`config.mk`:
```
export PLATFORM = sky130hd
export DESIGN_NAME = key_mix_loop
export DESIGN_NICKNAME = d
export VERILOG_FILES = /design/src/rtl/rc5_pkg.sv /design/src/rtl/rotl_var.sv /design/src/rtl/key_mix_loop.sv
export SDC_FILE = /design/constraint.sdc
export NUM_CORES = 1
export LEC_CHECK = 0
export CORE_UTILIZATION = 40
export DETAILED_ROUTE_END_ITERATION = 8
export SETUP_SLACK_MARGIN = 0.2
export SYNTH_ARGS = -nofsm -noshare
export SYNTH_HDL_FRONTEND = slang
export SYNTH_HIERARCHICAL = 1
export SYNTH_SLANG_ARGS = --single-unit
```
`constraint.sdc`:
```
create_clock -name clk1 -period 13.2 [get_ports clk1]
set_input_delay 2.64 -clock clk1 [delete_from_list [all_inputs] [get_ports clk1]]
set_output_delay 2.64 -clock clk1 [all_outputs]
set_load 0.005 [all_outputs]
```
`src/rtl/rc5_pkg.sv`:
```
// Shared RC5 definitions: word/array sizes, magic constants and the
// key-mixing state encoding used by the key schedule blocks.
package rc5_pkg;

   localparam int W        = 32;
   localparam int T        = 26;
   localparam int C        = 4;
   localparam int T_LENGTH = $clog2(T);
   localparam int C_LENGTH = $clog2(C);

   // Magic constants for 32-bit words (odd(e-2)*2^32, odd(phi-1)*2^32)
   localparam logic [31:0] P32 = 32'hB7E15163;
   localparam logic [31:0] Q32 = 32'h9E3779B9;

   typedef enum logic [1:0] {
      IDLE  = 2'd0,
      READ  = 2'd1,
      MIX_A = 2'd2,
      MIX_B = 2'd3
   } state_t;

   function automatic int max_int(input int x, input int y);
      return (x > y) ? x : y;
   endfunction

endpackage

```
`src/rtl/rotl_var.sv`:
```
// Combinational w-bit left rotate by a variable amount.
module rotl_var #(
   parameter int w        = 32,
   parameter int a_length = $clog2(w)
) (
   input  logic [w-1:0]        value,
   input  logic [a_length-1:0] amount,
   output logic [w-1:0]        result
);

   logic [2*w-1:0] doubled;

   // Shift a doubled copy; the upper half holds the wrapped-around bits
   always_comb begin
      doubled = {value, value} << amount;
      result  = doubled[2*w-1:w];
   end

endmodule

```
`src/rtl/key_mix_loop.sv`:
```
// RC5 key-schedule mixing loop: 3*max(t,c) iterations of
// A = S[i] = rotl(S[i]+A+B, 3); B = L[j] = rotl(L[j]+A+B, A+B),
// three cycles each, against external synchronous-read S and L arrays.
module key_mix_loop
   import rc5_pkg::*;
#(
   parameter int w        = W,
   parameter int t        = T,
   parameter int c        = C,
   parameter int t_length = $clog2(t),
   parameter int c_length = $clog2(c)
) (
   input  logic                clk1,
   input  logic                rst,
   input  logic                start,
   output logic [t_length-1:0] S_address,
   input  logic [w-1:0]        S_sub_i,
   output logic [w-1:0]        S_sub_i_prima,
   output logic                S_we,
   output logic [c_length-1:0] L_address,
   input  logic [w-1:0]        L_sub_i,
   output logic [w-1:0]        L_sub_i_prima,
   output logic                L_we,
   output logic                busy,
   output logic                done
);

   localparam int rot_length = $clog2(w);
   localparam int k_limit    = 3 * max_int(t, c);
   localparam int k_length   = $clog2(k_limit + 1);

   state_t              state, state_next;
   logic [w-1:0]        a_reg, b_reg, l_reg;
   logic [t_length-1:0] i_reg;
   logic [c_length-1:0] j_reg;
   logic [k_length-1:0] k_reg;
   logic                done_reg;

   logic [w-1:0]        a_sum, ab_sum, b_sum, a_new, b_new;
   logic                last_iter;

   assign a_sum     = S_sub_i + a_reg + b_reg;
   assign ab_sum    = a_reg + b_reg;
   assign b_sum     = l_reg + ab_sum;
   assign last_iter = (k_reg == k_length'(k_limit - 1));

   rotl_var #(.w(w)) u_rot_a (
      .value  (a_sum),
      .amount (rot_length'(3)),
      .result (a_new)
   );

   rotl_var #(.w(w)) u_rot_b (
      .value  (b_sum),
      .amount (ab_sum[rot_length-1:0]),
      .result (b_new)
   );

   // State register
   always_ff @(posedge clk1) begin
      if (rst) state <= IDLE;
      else     state <= state_next;
   end

   // Next-state logic: READ -> MIX_A -> MIX_B, looping until k is exhausted
   always_comb begin
      state_next = state;
      case (state)
         IDLE:    if (start) state_next = READ;
         READ:    state_next = MIX_A;
         MIX_A:   state_next = MIX_B;
         MIX_B:   state_next = last_iter ? IDLE : READ;
         default: state_next = IDLE;
      endcase
   end

   // Outputs: addresses follow i/j all iteration, write data only while enabled
   always_comb begin
      busy          = (state != IDLE);
      S_we          = (state == MIX_A);
      L_we          = (state == MIX_B);
      S_address     = i_reg;
      L_address     = j_reg;
      S_sub_i_prima = S_we ? a_new : '0;
      L_sub_i_prima = L_we ? b_new : '0;
      done          = done_reg;
   end

   // Datapath: A/B accumulators, captured L word, and the i/j/k indices
   always_ff @(posedge clk1) begin
      if (rst) begin
         a_reg    <= '0;
         b_reg    <= '0;
         l_reg    <= '0;
         i_reg    <= '0;
         j_reg    <= '0;
         k_reg    <= '0;
         done_reg <= 1'b0;
      end else begin
         case (state)
            IDLE: begin
               if (start) begin
                  a_reg    <= '0;
                  b_reg    <= '0;
                  i_reg    <= '0;
                  j_reg    <= '0;
                  k_reg    <= '0;
                  done_reg <= 1'b0;
               end
            end
            MIX_A: begin
               a_reg <= a_new;
               l_reg <= L_sub_i;
            end
            MIX_B: begin
               b_reg <= b_new;
               i_reg <= (i_reg == t_length'(t - 1)) ? '0 : i_reg + 1'b1;
               j_reg <= (j_reg == c_length'(c - 1)) ? '0 : j_reg + 1'b1;
               k_reg <= k_reg + 1'b1;
               if (last_iter) done_reg <= 1'b1;
            end
            default: ;
         endcase
      end
   end

endmodule

```
### Word level (Yosys, flattened, before mapping)

Cells that the tools add are included.

* equality and inequality tests: 8
* reduce and logical (&&, ||, !) cells: 7
* multiplexer cells: 19
* shift operators: 1
* add/subtract/negate cells: 7

Operators with widths (count)
* adder 32 bit: 4
* case mux 32 bit (2 select lines): 2
* 2-to-1 mux 32 bit: 3
* left shift 64 x 5 -> 64 bit: 1
* case mux 7 bit (2 select lines): 1
* 2-to-1 mux 5 bit: 2
* case mux 5 bit (2 select lines): 1
* case mux 2 bit (4 select lines): 1
* adder 7 x 1 -> 7 bit (second input constant): 1
* equality test 7 bit (second input constant): 1
* 2-to-1 mux 7 bit: 1
* equality test 2 bit (second input constant): 3
* 2-to-1 mux 2 bit: 3
* nonzero test 2 bit: 3
* adder 5 x 1 -> 5 bit (second input constant): 1
* equality test 5 bit (second input constant): 1
* case mux 2 bit (2 select lines): 1
* AND reduction 2 bit: 2
* 2-to-1 mux 1 bit: 3
* AND reduction 3 bit: 1
* adder 2 x 1 -> 2 bit (second input constant): 1
* equality test 2 x 1 -> 1 bit (second input constant): 1
* logical NOT 2 bit: 1
* != test 2 x 1 -> 1 bit (second input constant): 1
* 2 further kinds: 2

* word-level logic and storage cells: 50
* output and inout port bits: 75
* input bits: 67
* register bits after elaboration: 113

### Longest topological paths before layout

Gate-level depths: netlist (run 1).

* depth in word-level cells: 4
* mapped depth: 25
* gate-level depth less buffers: 25

### Cells and area by module

The synthesis (run 1) kept the hierarchy.

Modules (own cells, without submodules)
* key_mix_loop: area each 9918.3 µm², cells an instance 1188, seq. area each 2262.2 µm², instances 1
* rotl_var: area each 1949.4 µm², cells an instance 116, seq. area each 0.0 µm², instances 2

### Worst setup path after synthesis (run 1)

Ideal clock, no wire load.

* path kind: input to output
* from: input S_sub_i[1]
* to: output S_sub_i_prima[2]
* setup slack: 4.010 ns
* data required time: 10.560 ns
* arrival: 6.550 ns
* buffers on the path: 0
* cell stages on the path: 16
* cell sequence: fa_1 ha_1 inv_1 fa_1 nor2b_1 o31a_1 o31ai_1 nand2_1 a311oi_2 o31ai_1 mux2i_1 nor2_1 mux4_2 mux4_2 mux2_2 and2_1

* cells in the longest elaborated chain, start to end: 3

RTL lines
* start: declaration: RTL line key_mix_loop.sv:17 `input logic [w-1:0] S_sub_i,`
* adder 32 bit (2 in a row): RTL line key_mix_loop.sv:42 `assign a_sum = S_sub_i + a_reg + b_reg;`
* via a_sum[31]: RTL line key_mix_loop.sv:39 `logic [w-1:0] a_sum, ab_sum, b_sum, a_new, b_new;`
* 2-to-1 mux 32 bit: RTL line key_mix_loop.sv:84 `S_sub_i_prima = S_we ? a_new : '0;`
* end: declaration: RTL line key_mix_loop.sv:18 `output logic [w-1:0] S_sub_i_prima,`

The timed path passes the listed nets, and every way through them passes these cells.

### Worst setup path after layout (run 1)

* from: input S_sub_i[1]
* to: output S_sub_i_prima[0]

The elaborated chain is that of the path after synthesis.

==> implementation parameters, run 1 <==
Parameter                              Value

Cells and area
  Layout overhead on the synthesized area ... 16.26%
  Number of antenna cells inserted ... 0
  Number of nets in the layout ... 1,715
  Layout cell share with drive strength beyond 1 ... 0.1735

Timing
  Post-route clock period utilization ... 0.8130
  Final hold viol count ... 0
  Worst Max-Slew Pin Slew ... 1.112 ns
  Largest clock skew in the final design ... 0.01355 ns
  Setup-failing EPs final ... 0
  Unrepaired setup endpoints after global routing ... no
  Fmax ... 93.19 MHz
  Count of pins over their slew limit ... 0
  Worst slew slack as a fraction of its limit ... 0.2565
  Minimum clock period after layout ... 10.73 ns
  Total negative slack ... 0 ns

Yosys
  Syn avg cell area ... 9.730 um2
  Arithmetic-cell share of the synthesized area counting full adders, half adders and majority gates ... 0.1443
  Fraction of post-synthesis cell area in the top cell type by area ... 0.2054
  Sequential-to-total area share from yosys stat ... 0.1637
  Complex-gate fraction of the synthesized area ... 0.1679
  Largest area contributor in the synthesized netlist ... sky130_fd_sc_hd__mux4_2
  Number of flip-flops and latches in the synthesized netlist ... 113
  Share of synthesized area spent on multiplexers ... 0.2867
  Proportion of register bits with asynchronous set or reset after synthesis ... 0
  Cell area after synthesis ... 13,820 um2
  Post-synthesis cell count ... 1,420
  Syn. warnings ... 6
  Share of the synthesized netlist area taken by xor and xnor gates ... 0.05515
  Synth Flop Type ... sky130_fd_sc_hd__dfxtp_1
  Number of enable flip-flop cells after synthesis ... 0
  Most instantiated library cell after synthesis ... sky130_fd_sc_hd__nor2_1
  Synthesized-area fraction occupied by and/or/nand/nor cells ... 0.1383
  Leading post-synthesis cells by instance count ... sky130_fd_sc_hd__nor2_1, sky130_fd_sc_hd__mux4_2, sky130_fd_sc_hd__dfxtp_1
  Cell variety after synth ... 76
  Cell types occupying the most area after synthesis ... sky130_fd_sc_hd__mux4_2, sky130_fd_sc_hd__dfxtp_1, sky130_fd_sc_hd__ha_1, sky130_fd_sc_hd__mux2_2, sky130_fd_sc_hd__fa_1
  Largest family of logic cells by synthesized area ... multiplexers

Pwr
  Max rail drop VDD ... 0.1618 mV
  Leakage ... 0.006426 uW
  Power per cell area ... 144.9 nW/um2
  Internal power ... 1289 uW
  Power share of the clock group ... 0.208
  Share of total power in combinational logic ... 0.611
  Power Total ... 2327 uW
  Sequential share of power ... 0.181
  Net load switching power ... 1039 uW
  Switching part of the total ... 0.4464

Route
  DRC ... 0
  Number of vias after detailed routing ... 12,050
  Routed length per instance ... 22.59 um
  TritonRoute pass-1 iters ... 7
  Met2 wirelength from detailed routing ... 20,260 um
  Violation count after the first detailed-route iteration ... 1,067
  Length of routed met3 wiring ... 3656 um
  WL final ... 44,490 um
  Total routed wire length on the met1 layer ... 19,840 um
  Detailed-route vias per instance ... 6.115
  Top layer in use ... met4
  Detail Route Antenna Nets ... 0

Status
  Outcome ... finished, final reports clean

Worst setup path
  Delay of the slowest critical-path stage ... 0.59 ns
  Critical Path RT ... 10.56 ns
  Startpoint Class ... input pin
  Data arrival time at the worst-slack endpoint ... 8.09 ns
  Path type of the worst setup path ... in -> out
  Largest fanout of any net on the critical path ... 4
  Reg-to-reg critical path startpoint ... b_reg[0]
  CP endpoint kind ... output port
  Worst setup path startpoint ... S_sub_i[1]
  Cells along the critical path ... clkdlybuf4s50_1, fa_1, ha_1, inv_1, fa_1, nor2b_1, o31a_1, o31ai_1, nand2_1, a311oi_2, o31ai_1, nand4_1, o311ai_1, mux4_2, mux4_2, mux2_2, and2_1, clkdlybuf4s50_1
  Critical-path cell with the highest stage delay ... sky130_fd_sc_hd__mux4_2

Floorplan
  Site Rows ... 67
  DIE AREA ... 35,290 um2
  Placeable core region ... 33,780 um2
  Width of the chip ... 187.9 um
  Starting density of the core ... 0.4090
  Count of pins on the block boundary ... 142
  Die height ... 187.9 um

Clocking
  CTS root buf ... sky130_fd_sc_hd__clkbuf_16
  Hold buffers post-CTS ... 0
  Total number of clock tree sinks ... 113
  # resized after CTS ... 0
  Clock buffers created by TritonCTS ... 17
  H-tree level count ... 4
  Clock insertion delay at the later pin of the skew report ... 0.46 ns
  Max clock buf depth ... 2
  Buffers inserted during post-CTS setup optimization ... 0
  TritonCTS clock tree ... built
  Worst-path clk slew ... 0.07 ns

GRT
  Pin count of the biggest net entering global routing ... 71
  Global-route wire length before repair ... 68,120 um
  Via count of the first global-routing pass ... 11,220
  Global routing usage summed across all routing layers ... 0.2535
  Antenna violations before repair ... 0
  Gr ovfl total ... 0

Placement
  Half-perimeter wire length after detailed placement ... 35,040 um
  Buffers on Ports ... 141
  Gp weighted congestion ... 0.9457

Run
  Maximum capacitance violations ... 0

Worst hold path
  Min-Delay Path Class ... reg -> reg
  Worst hold path startpoint ... done
==> worst paths after layout <==
path	endpoint	slack, ns	cells after the start
max	S_sub_i_prima[0]	2.47	18
min reg2reg	done	0.48	2
max reg2reg	b_reg[22]	6.44	23
min	done	0.48	2
==> layout make-up <==
cell class                      count  area (um2)
Timing Repair Buffer              152        1491
Fill cell                        3189       17720
Clock inverter                     15       171.4
Clock buffer                       17       425.4
Multi-Input combinational cell   1187       11010
Sequential cell                   113        2262
Tap cell                          448       560.5
Inverter                           38       142.6
==> metal layers <==
| metal | vias up | GRT usage |
|---|---|---|
| li1 | 5532 | - |
| met1 | 5897 | 0.3567 |
| met2 | 576 | 0.3979 |
| met3 | 41 | 0.04978 |
| met4 | 0 | 0.06223 |
| met5 | - | 0 |
==> logic make-up after synthesis <==
kind of cell               count (synthesis)
muxes                                    227
other                                      2
and+or+nand+nor                          400
xor gates and xnor gates                  87
buffers and inverters                    123
DFF                                      113
adders and majority gates                139
AOI/OAI and AO/OA                        329
==> critical path: cells and delay by family <==
family	cells	cell delay [ns]
adders and majority gates	3	0.95
buffers and inverters	3	0.97
muxes	3	1.41
AOI/OAI and AO/OA	5	1.52
and+or+nand+nor	4	0.60
==> stage by stage <==
step / util / worst slack (ns) / cells / hold WS, ns / area, um2
final: 0.4755 / 2.469 / 1970 / 0.4830 / 16060
after CTS: 0.4755 / 2.586 / 1970 / 0.4876 / 16060
after global routing: 0.4755 / 2.346 / 1970 / 0.5306 / 16060
after floorplan: - / 4.010 / 1423 / 0.4604 / 13830
after global placement: 0.4578 / 2.678 / 1938 / 0.4595 / 15470
after detailed placement: 0.4578 / 2.595 / 1938 / 0.4689 / 15470
==> cells in the final DEF (no fill, tap or decap), types with 6 or more instances in the layout <==
| master | count |
|---|---|
| sky130_fd_sc_hd__mux4_2 | 126 |
| sky130_fd_sc_hd__nand2b_1 | 13 |
| sky130_fd_sc_hd__nand4_1 | 9 |
| sky130_fd_sc_hd__inv_1 | 37 |
| sky130_fd_sc_hd__nand2_1 | 49 |
| sky130_fd_sc_hd__a21o_1 | 30 |
| sky130_fd_sc_hd__nor2_1 | 176 |
| sky130_fd_sc_hd__and3_1 | 9 |
| sky130_fd_sc_hd__clkbuf_16 | 17 |
| sky130_fd_sc_hd__clkdlybuf4s50_1 | 140 |
| sky130_fd_sc_hd__buf_4 | 12 |
| sky130_fd_sc_hd__nand3_1 | 24 |
| sky130_fd_sc_hd__a21oi_1 | 81 |
| sky130_fd_sc_hd__dfxtp_1 | 113 |
| sky130_fd_sc_hd__nor2b_1 | 11 |
| sky130_fd_sc_hd__nor3_1 | 14 |
| sky130_fd_sc_hd__xor2_1 | 28 |
| sky130_fd_sc_hd__a31oi_1 | 8 |
| sky130_fd_sc_hd__o21ai_0 | 38 |
| sky130_fd_sc_hd__mux2_2 | 64 |
| sky130_fd_sc_hd__a211oi_1 | 9 |
| sky130_fd_sc_hd__ha_1 | 104 |
| sky130_fd_sc_hd__inv_6 | 7 |
| sky130_fd_sc_hd__and2_1 | 73 |
| sky130_fd_sc_hd__a211o_1 | 6 |
| sky130_fd_sc_hd__xnor2_1 | 57 |
| sky130_fd_sc_hd__o21bai_1 | 11 |
| sky130_fd_sc_hd__fa_1 | 34 |
| sky130_fd_sc_hd__o21a_1 | 17 |
| sky130_fd_sc_hd__mux2i_1 | 35 |
| sky130_fd_sc_hd__a22oi_1 | 66 |
==> power by group through the flow <==
stage | logic [uW] | registers (uW) | clock network (uW)
floorplan | 955 | 413 | 0
global placement | 1380 | 430 | 0
detailed placement | 1390 | 431 | 0
CTS | 1400 | 424 | 494
global route | 1520 | 428 | 509
finish | 1420 | 422 | 483
No activity file was read; power rests on OpenSTA's default activity.
==> inputs of run 2 (changes only) <==
- clock period: 13.2 -> 10.15 ns (I/O delays scaled with it)
==> implementation parameters, run 2 (synthesized netlist as in run 1, its figures left out) <==
Parameter                              Value

Worst setup path
  Startpoint Class ... input pin
  Buffers plus inverters on the worst setup path ... 3 (unchanged)
  Count of cells along the worst register-to-register path ... 22 (-4.3%)
  Data arrival time at the worst-slack endpoint ... 7.46 ns (-0.63 ns)
  Reg-to-reg setup timing slack ... 3.43 ns (-3.01 ns)
  Reg-to-reg critical path startpoint ... b_reg[0]
  Endpoint of the most critical register-to-register path ... b_reg[22]
  Kind of cell adding the most delay to the critical path ... compound AO/OA/AOI/OAI gates
  Largest fanout of any net on the critical path ... 4 (unchanged)
  Critical-path cell with the highest stage delay ... sky130_fd_sc_hd__mux4_2
  Delay of the slowest critical-path stage ... 0.58 ns (about the same)
  CP endpoint kind ... output port
  Critical Path RT ... 8.12 ns (-2.44 ns)
  Cells along the critical path ... clkdlybuf4s50_1, fa_1, ha_1, inv_1, fa_1, nor2b_1, o31a_1, o31ai_1, nand2_1, a311oi_2, o31ai_1, nand4_1, o311ai_1, mux4_2, mux4_2, mux2_2, and2_1, clkdlybuf4s50_1
  Path type of the worst setup path ... in -> out

Clocking
  Buffers inserted during post-CTS setup optimization ... 0 (unchanged)
  # resized after CTS ... 0 (unchanged)
  CTS root buf ... sky130_fd_sc_hd__clkbuf_16
  TritonCTS clock tree ... built
  Clock buffers created by TritonCTS ... 17 (unchanged)
  H-tree level count ... 4 (unchanged)
  Max clock buf depth ... 2 (unchanged)
  Clock insertion delay at the later pin of the skew report ... 0.45 ns (about the same)
  Hold buffers post-CTS ... 0 (unchanged)
  Worst-path clk slew ... 0.06 ns (about the same)
  Total number of clock tree sinks ... 113 (unchanged)

Worst hold path
  Hold Crit Endpoint ... done
  Min-Delay Path Class ... reg -> reg
  Worst hold path startpoint ... done
  Hold path depth ... 2 (unchanged)

Timing
  Hold slack ... 0.4857 ns (+0.002683 ns)
  Worst Max-Slew Pin Slew ... 1.114 ns (+0.001887 ns)
  Worst slew slack as a fraction of its limit ... 0.2553 (-0.001261)
  Minimum clock period after layout ... 9.488 ns
  Post-route clock period utilization ... 0.9348
  Total negative slack ... 0 ns (unchanged)
  Final hold viol count ... 0 (unchanged)
  Fmax ... 105.4 MHz
  Count of pins over their slew limit ... 0 (unchanged)
  Setup-failing EPs final ... 0 (unchanged)
  Unrepaired setup endpoints after global routing ... no
  Largest clock skew in the final design ... 0.008456 ns (-0.005098 ns)

Cells and area
  Number of nets in the layout ... 1,715 (unchanged)
  Most frequent cells in the layout ... sky130_fd_sc_hd__nor2_1, sky130_fd_sc_hd__clkdlybuf4s50_1, sky130_fd_sc_hd__mux4_2, sky130_fd_sc_hd__dfxtp_1, sky130_fd_sc_hd__ha_1
  Most frequent standard cell in the layout excluding fill and tap cells ... sky130_fd_sc_hd__nor2_1
  Filler Cells Inserted ... 3,171 (-0.56%)
  Number of antenna cells inserted ... 0 (unchanged)
  Layout cell share with drive strength beyond 1 ... 0.1728 (-0.0006570)
  Post-route insts no fill ... 1,970 (unchanged)
  Layout overhead on the synthesized area ... 16.66%

GRT
  Pin count of the biggest net entering global routing ... 71 (unchanged)
  Global-route wire length before repair ... 68,210 um (+0.14%)
  Global routing usage summed across all routing layers ... 0.2538 (+0.0003234)
  Antenna violations before repair ... 1 (+1)
  Via count of the first global-routing pass ... 11,320 (+0.92%)
  Gr ovfl total ... 0 (unchanged)

Pwr
  Leakage ... 0.006444 uW (+0.27%)
  Power per cell area ... 191.0 nW/um2 (+32%)
  Power Total ... 3079 uW (+32%)
  Max rail drop VDD ... 0.1413 mV (-13%)

Placement
  Gp weighted congestion ... 0.9446 (-0.12%)
  Buffers on Ports ... 141 (unchanged)
  Half-perimeter wire length after detailed placement ... 34,960 um (-0.25%)
  Placed cell count ... 1,938 (unchanged)

Route
  Detail Route Antenna Nets ... 0 (unchanged)
  Total routed wire length on the met1 layer ... 20,010 um (+0.86%)
  Top layer in use ... met5
  Number of vias after detailed routing ... 11,930 (-1.0%)
  Detailed-route vias per instance ... 6.054 (-1.0%)
  Met2 wirelength from detailed routing ... 19,580 um (-3.4%)
  DRC ... 0 (unchanged)
  TritonRoute pass-1 iters ... 5 (-2)
  Violation count after the first detailed-route iteration ... 967 (-9.4%)
  Length of routed met3 wiring ... 3562 um (-2.6%)
  Routed length per instance ... 22.51 um (-0.33%)
  WL final ... 44,350 um (-0.33%)

Floorplan
  DIE AREA ... 35,290 um2 (unchanged)
  Die height ... 187.9 um (unchanged)
  Width of the chip ... 187.9 um (unchanged)
  Count of pins on the block boundary ... 142 (unchanged)
  Site Rows ... 67 (unchanged)
  Starting density of the core ... 0.4090 (unchanged)
  Placeable core region ... 33,780 um2 (unchanged)

Status
  Outcome ... finished, final reports clean

Run
  Maximum capacitance violations ... 0 (unchanged)
==> run 2: cell types whose count changed in the layout (fill, tap and decap cells not counted), sizes merged <==
cell	before	now
clkinvlp	1	3
clkbuf	17	19
inv	45	38
bufinv	2	5
==> run 2: worst max path at each step <==
stage	depth (start not counted)	slack [ns]	end	startpoint
5_1_grt	22	0.31	L_sub_i_prima[18]	a_reg[0]
3_5_place_dp	18	0.77	S_sub_i_prima[2]	S_sub_i[1]
4_1_cts	18	0.74	S_sub_i_prima[0]	S_sub_i[1]
6_report	18	0.66	S_sub_i_prima[0]	S_sub_i[1]
2_1_floorplan	16	2.18	S_sub_i_prima[2]	S_sub_i[1]
3_3_place_gp	18	0.85	S_sub_i_prima[2]	S_sub_i[1]
==> run 2: area by class of cell <==
cell class                 instances  area, um2  area share
clock buffer                      19      442.9     0.02748
sequential                       113       2262      0.1403
inverter                          38      142.6    0.008849
multi-input combinational       1187      11010      0.6831
tap                              448      560.5     0.03477
timing repair buffer             152       1491     0.09253
clock inverter                    13      209.0     0.01296
==> run 2: power by group <==
| part | internal (uW) | switching (uW) | leakage (uW) |
|---|---|---|---|
| Sequential | 495 | 54.0 | 0.000913 |
| Clock | 442 | 241 | 0.000310 |
| Combinational | 813 | 1030 | 0.00522 |
| Total | 1750 | 1330 | 0.00644 |
==> run 2: per-layer routing <==
metal  track usage  up-vias
met3       0.05559       51
met4       0.09068        2
met5             0        -
met2        0.3829      530
li1              -     5532
met1        0.3556     5811
==> run 2: through the flow <==
step / worst slack [ns] / area [um2] / utilization
final: 0.6621 / 16120 / 0.4771
after global routing: 0.3146 / 16120 / 0.4771
after CTS: 0.7430 / 16120 / 0.4771
after detailed placement: 0.7667 / 15470 / 0.4578
after global placement: 0.8486 / 15470 / 0.4578
after floorplan: 2.180 / 13830 / -
==> run 2: worst min-delay path: stages, from the launching register on <==
cell and delay [ns]:
sky130_fd_sc_hd__dfxtp_1 0.34, sky130_fd_sc_hd__a21oi_1 0.05, sky130_fd_sc_hd__nor2_1 0.07
==> inputs of run 3 (changes only) <==
- GPL_ROUTABILITY_DRIVEN: unset -> 0
- SLEW_MARGIN: unset -> 40
==> implementation parameters, run 3 (synthesized netlist as in run 1, its figures left out) <==
Parameter                              Value

GRT
  Global routing usage summed across all routing layers ... 0.2436 (-0.01025)
  Global-route wire length before repair ... 65,980 um (-3.3%)
  Antenna violations before repair ... 1 (unchanged)
  Pin count of the biggest net entering global routing ... 73 (+2.8%)
  GR met1 Demand/Resource ... 0.3331 (-0.02254)
  Routing layer with the top usage in global route ... met2
  Via count of the first global-routing pass ... 11,290 (-0.26%)
  Met2 layer usage reported by global route ... 0.3755 (-0.007407)
  Gr ovfl total ... 0 (unchanged)
  Global-route met3 utilization ... 0.05353 (-0.002059)

Cells and area
  Layout cell share with drive strength beyond 1 ... 0.1740 (+0.001200)
  Post-route insts no fill ... 1,971 (+0.051%)
  Most frequent cells in the layout ... sky130_fd_sc_hd__nor2_1, sky130_fd_sc_hd__clkdlybuf4s50_1, sky130_fd_sc_hd__mux4_2, sky130_fd_sc_hd__dfxtp_1, sky130_fd_sc_hd__ha_1
  Post-route cell area ... 16,060 um2 (-0.36%)
  Number of nets in the layout ... 1,716 (+0.058%)
  Filler Cells Inserted ... 3,138 (-1.0%)
  Most frequent standard cell in the layout excluding fill and tap cells ... sky130_fd_sc_hd__nor2_1
  Number of antenna cells inserted ... 0 (unchanged)
  Layout overhead on the synthesized area ... 16.24%

Timing
  Post-layout worst setup margin ... 0.6497 ns (-0.01236 ns)
  Minimum clock period after layout ... 9.500 ns (+0.01236 ns)
  Post-route clock period utilization ... 0.9360 (+0.001218)
  Worst slew slack as a fraction of its limit ... 0.4444 (+0.1892)
  Count of pins over their slew limit ... 0 (unchanged)
  Fmax ... 105.3 MHz (-0.13%)
  Largest clock skew in the final design ... 0.01108 ns (+0.002621 ns)
  Setup-failing EPs final ... 0 (unchanged)
  Unrepaired setup endpoints after global routing ... no
  Worst Max-Slew Pin Slew ... 0.8334 ns (-0.2809 ns)
  Total negative slack ... 0 ns (unchanged)
  Final hold viol count ... 0 (unchanged)

Route
  Detail Route Antenna Nets ... 0 (unchanged)
  TritonRoute pass-1 iters ... 5 (unchanged)
  Routed length per instance ... 21.60 um (-4.1%)
  WL final ... 42,570 um (-4.0%)
  Detailed-route vias per instance ... 6.076 (+0.36%)
  DRC ... 0 (unchanged)
  Violation count after the first detailed-route iteration ... 939 (-2.9%)
  Number of vias after detailed routing ... 11,980 (+0.41%)

Placement
  Area post-placement ... 15,480 um2 (about the same)
  Half-perimeter wire length after detailed placement ... 34,100 um (-2.4%)
  Buffers on Ports ... 141 (unchanged)
  Post-Place Setup Slack ... 0.8323 ns (+0.06562 ns)
  Placed cell count ... 1,939 (+0.052%)

Floorplan
  Starting density of the core ... 0.4090 (unchanged)
  Placeable core region ... 33,780 um2 (unchanged)
  DIE AREA ... 35,290 um2 (unchanged)
  Site Rows ... 67 (unchanged)
  Count of pins on the block boundary ... 142 (unchanged)
  Width of the chip ... 187.9 um (unchanged)
  Die height ... 187.9 um (unchanged)

Clocking
  Clock buffers created by TritonCTS ... 17 (unchanged)
  Max clock buf depth ... 2 (unchanged)
  # resized after CTS ... 0 (unchanged)
  Hold buffers post-CTS ... 0 (unchanged)
  Buffers inserted during post-CTS setup optimization ... 0 (unchanged)
  Worst-path clk slew ... 0.07 ns (about the same)
  CTS root buf ... sky130_fd_sc_hd__clkbuf_16
  Clock insertion delay at the later pin of the skew report ... 0.43 ns (-0.02 ns)
  TritonCTS clock tree ... built
  H-tree level count ... 4 (unchanged)
  Total number of clock tree sinks ... 113 (unchanged)

Worst setup path
  Startpoint Class ... flop
  Critical-path cell with the highest stage delay ... sky130_fd_sc_hd__o311ai_1
  Buffers plus inverters on the worst setup path ... 2 (-1)
  CP endpoint kind ... output port
  Data arrival time at the worst-slack endpoint ... 7.47 ns (about the same)
  Largest fanout of any net on the critical path ... 5 (+1)
  Cells along the critical path ... ha_1, inv_1, fa_1, nor2b_1, o31a_1, o311ai_1, nand3_1, a41oi_1, xnor2_1, ha_1, nand3_1, nor2_1, nand4_1, o32ai_1, o31ai_4, a211oi_1, xnor2_1, mux4_2, mux4_2, mux2_2, and2_1, clkdlybuf4s50_1
  Kind of cell adding the most delay to the critical path ... compound AO/OA/AOI/OAI gates
  Critical Path RT ... 8.12 ns (about the same)
  Delay of the slowest critical-path stage ... 0.61 ns (+0.03 ns)
  Path type of the worst setup path ... reg -> out

Pwr
  Power Total ... 2981 uW (-3.2%)
  Leakage ... 0.006414 uW (-0.47%)
  Max rail drop VDD ... 0.1574 mV (+11%)
  Power per cell area ... 185.6 nW/um2 (-2.8%)

Run
  Maximum capacitance violations ... 0 (unchanged)

Status
  Outcome ... finished, final reports clean

Worst hold path
  Min-Delay Path Class ... reg -> reg
-- run 3: metal layers --
| metal | up-vias | share of wire |
|---|---|---|
| met3 | 76 | 0.090 |
| met2 | 587 | 0.44 |
| met4 | 0 | 0.033 |
| met5 | - | 0 |
| met1 | 5755 | 0.44 |
| li1 | 5557 | - |
-- run 3: layout make-up --
cell class,count,area (um2),area share
Tap cell,448,560.5,0.03490
Inverter,38,142.6,0.008881
Multi-Input combinational cell,1187,11010,0.6856
Timing Repair Buffer,153,1510,0.09403
Clock buffer,17,425.4,0.02649
Sequential cell,113,2262,0.1409
Clock inverter,15,148.9,0.009271
-- run 3: path summary, 6_finish.rpt --
| kind | cells after the start | slack [ns] | to | startpoint |
|---|---|---|---|---|
| hold / removal | 2 | 0.49 | done | done |
| setup reg to reg | 22 | 3.34 | b_reg[20] | a_reg[0] |
| setup / recovery | 22 | 0.65 | L_sub_i_prima[20] | a_reg[0] |
| hold reg to reg | 2 | 0.49 | done | done |
-- run 3: per-stage QoR --
stage / hold slack [ns] / util
global placement: 0.4609 / 0.4578
global route: 0.5365 / 0.4754
CTS: 0.4885 / 0.4753
floorplan: 0.4604 / -
finish: 0.4878 / 0.4754
detailed placement: 0.4704 / 0.4583
-- run 3: worst min-delay path: stages, from the launching register on --
cell and delay (ns):
sky130_fd_sc_hd__dfxtp_1 0.33, sky130_fd_sc_hd__a21oi_1 0.04, sky130_fd_sc_hd__nor2_1 0.08
-- run 3: where the power goes --
part	switching [uW]	internal [uW]	leakage, uW	total [uW]
registers	52.3	495	0.000913	547
clock network	252	343	0.000271	595
logic	1020	819	0.00523	1840
total	1320	1660	0.00641	2980
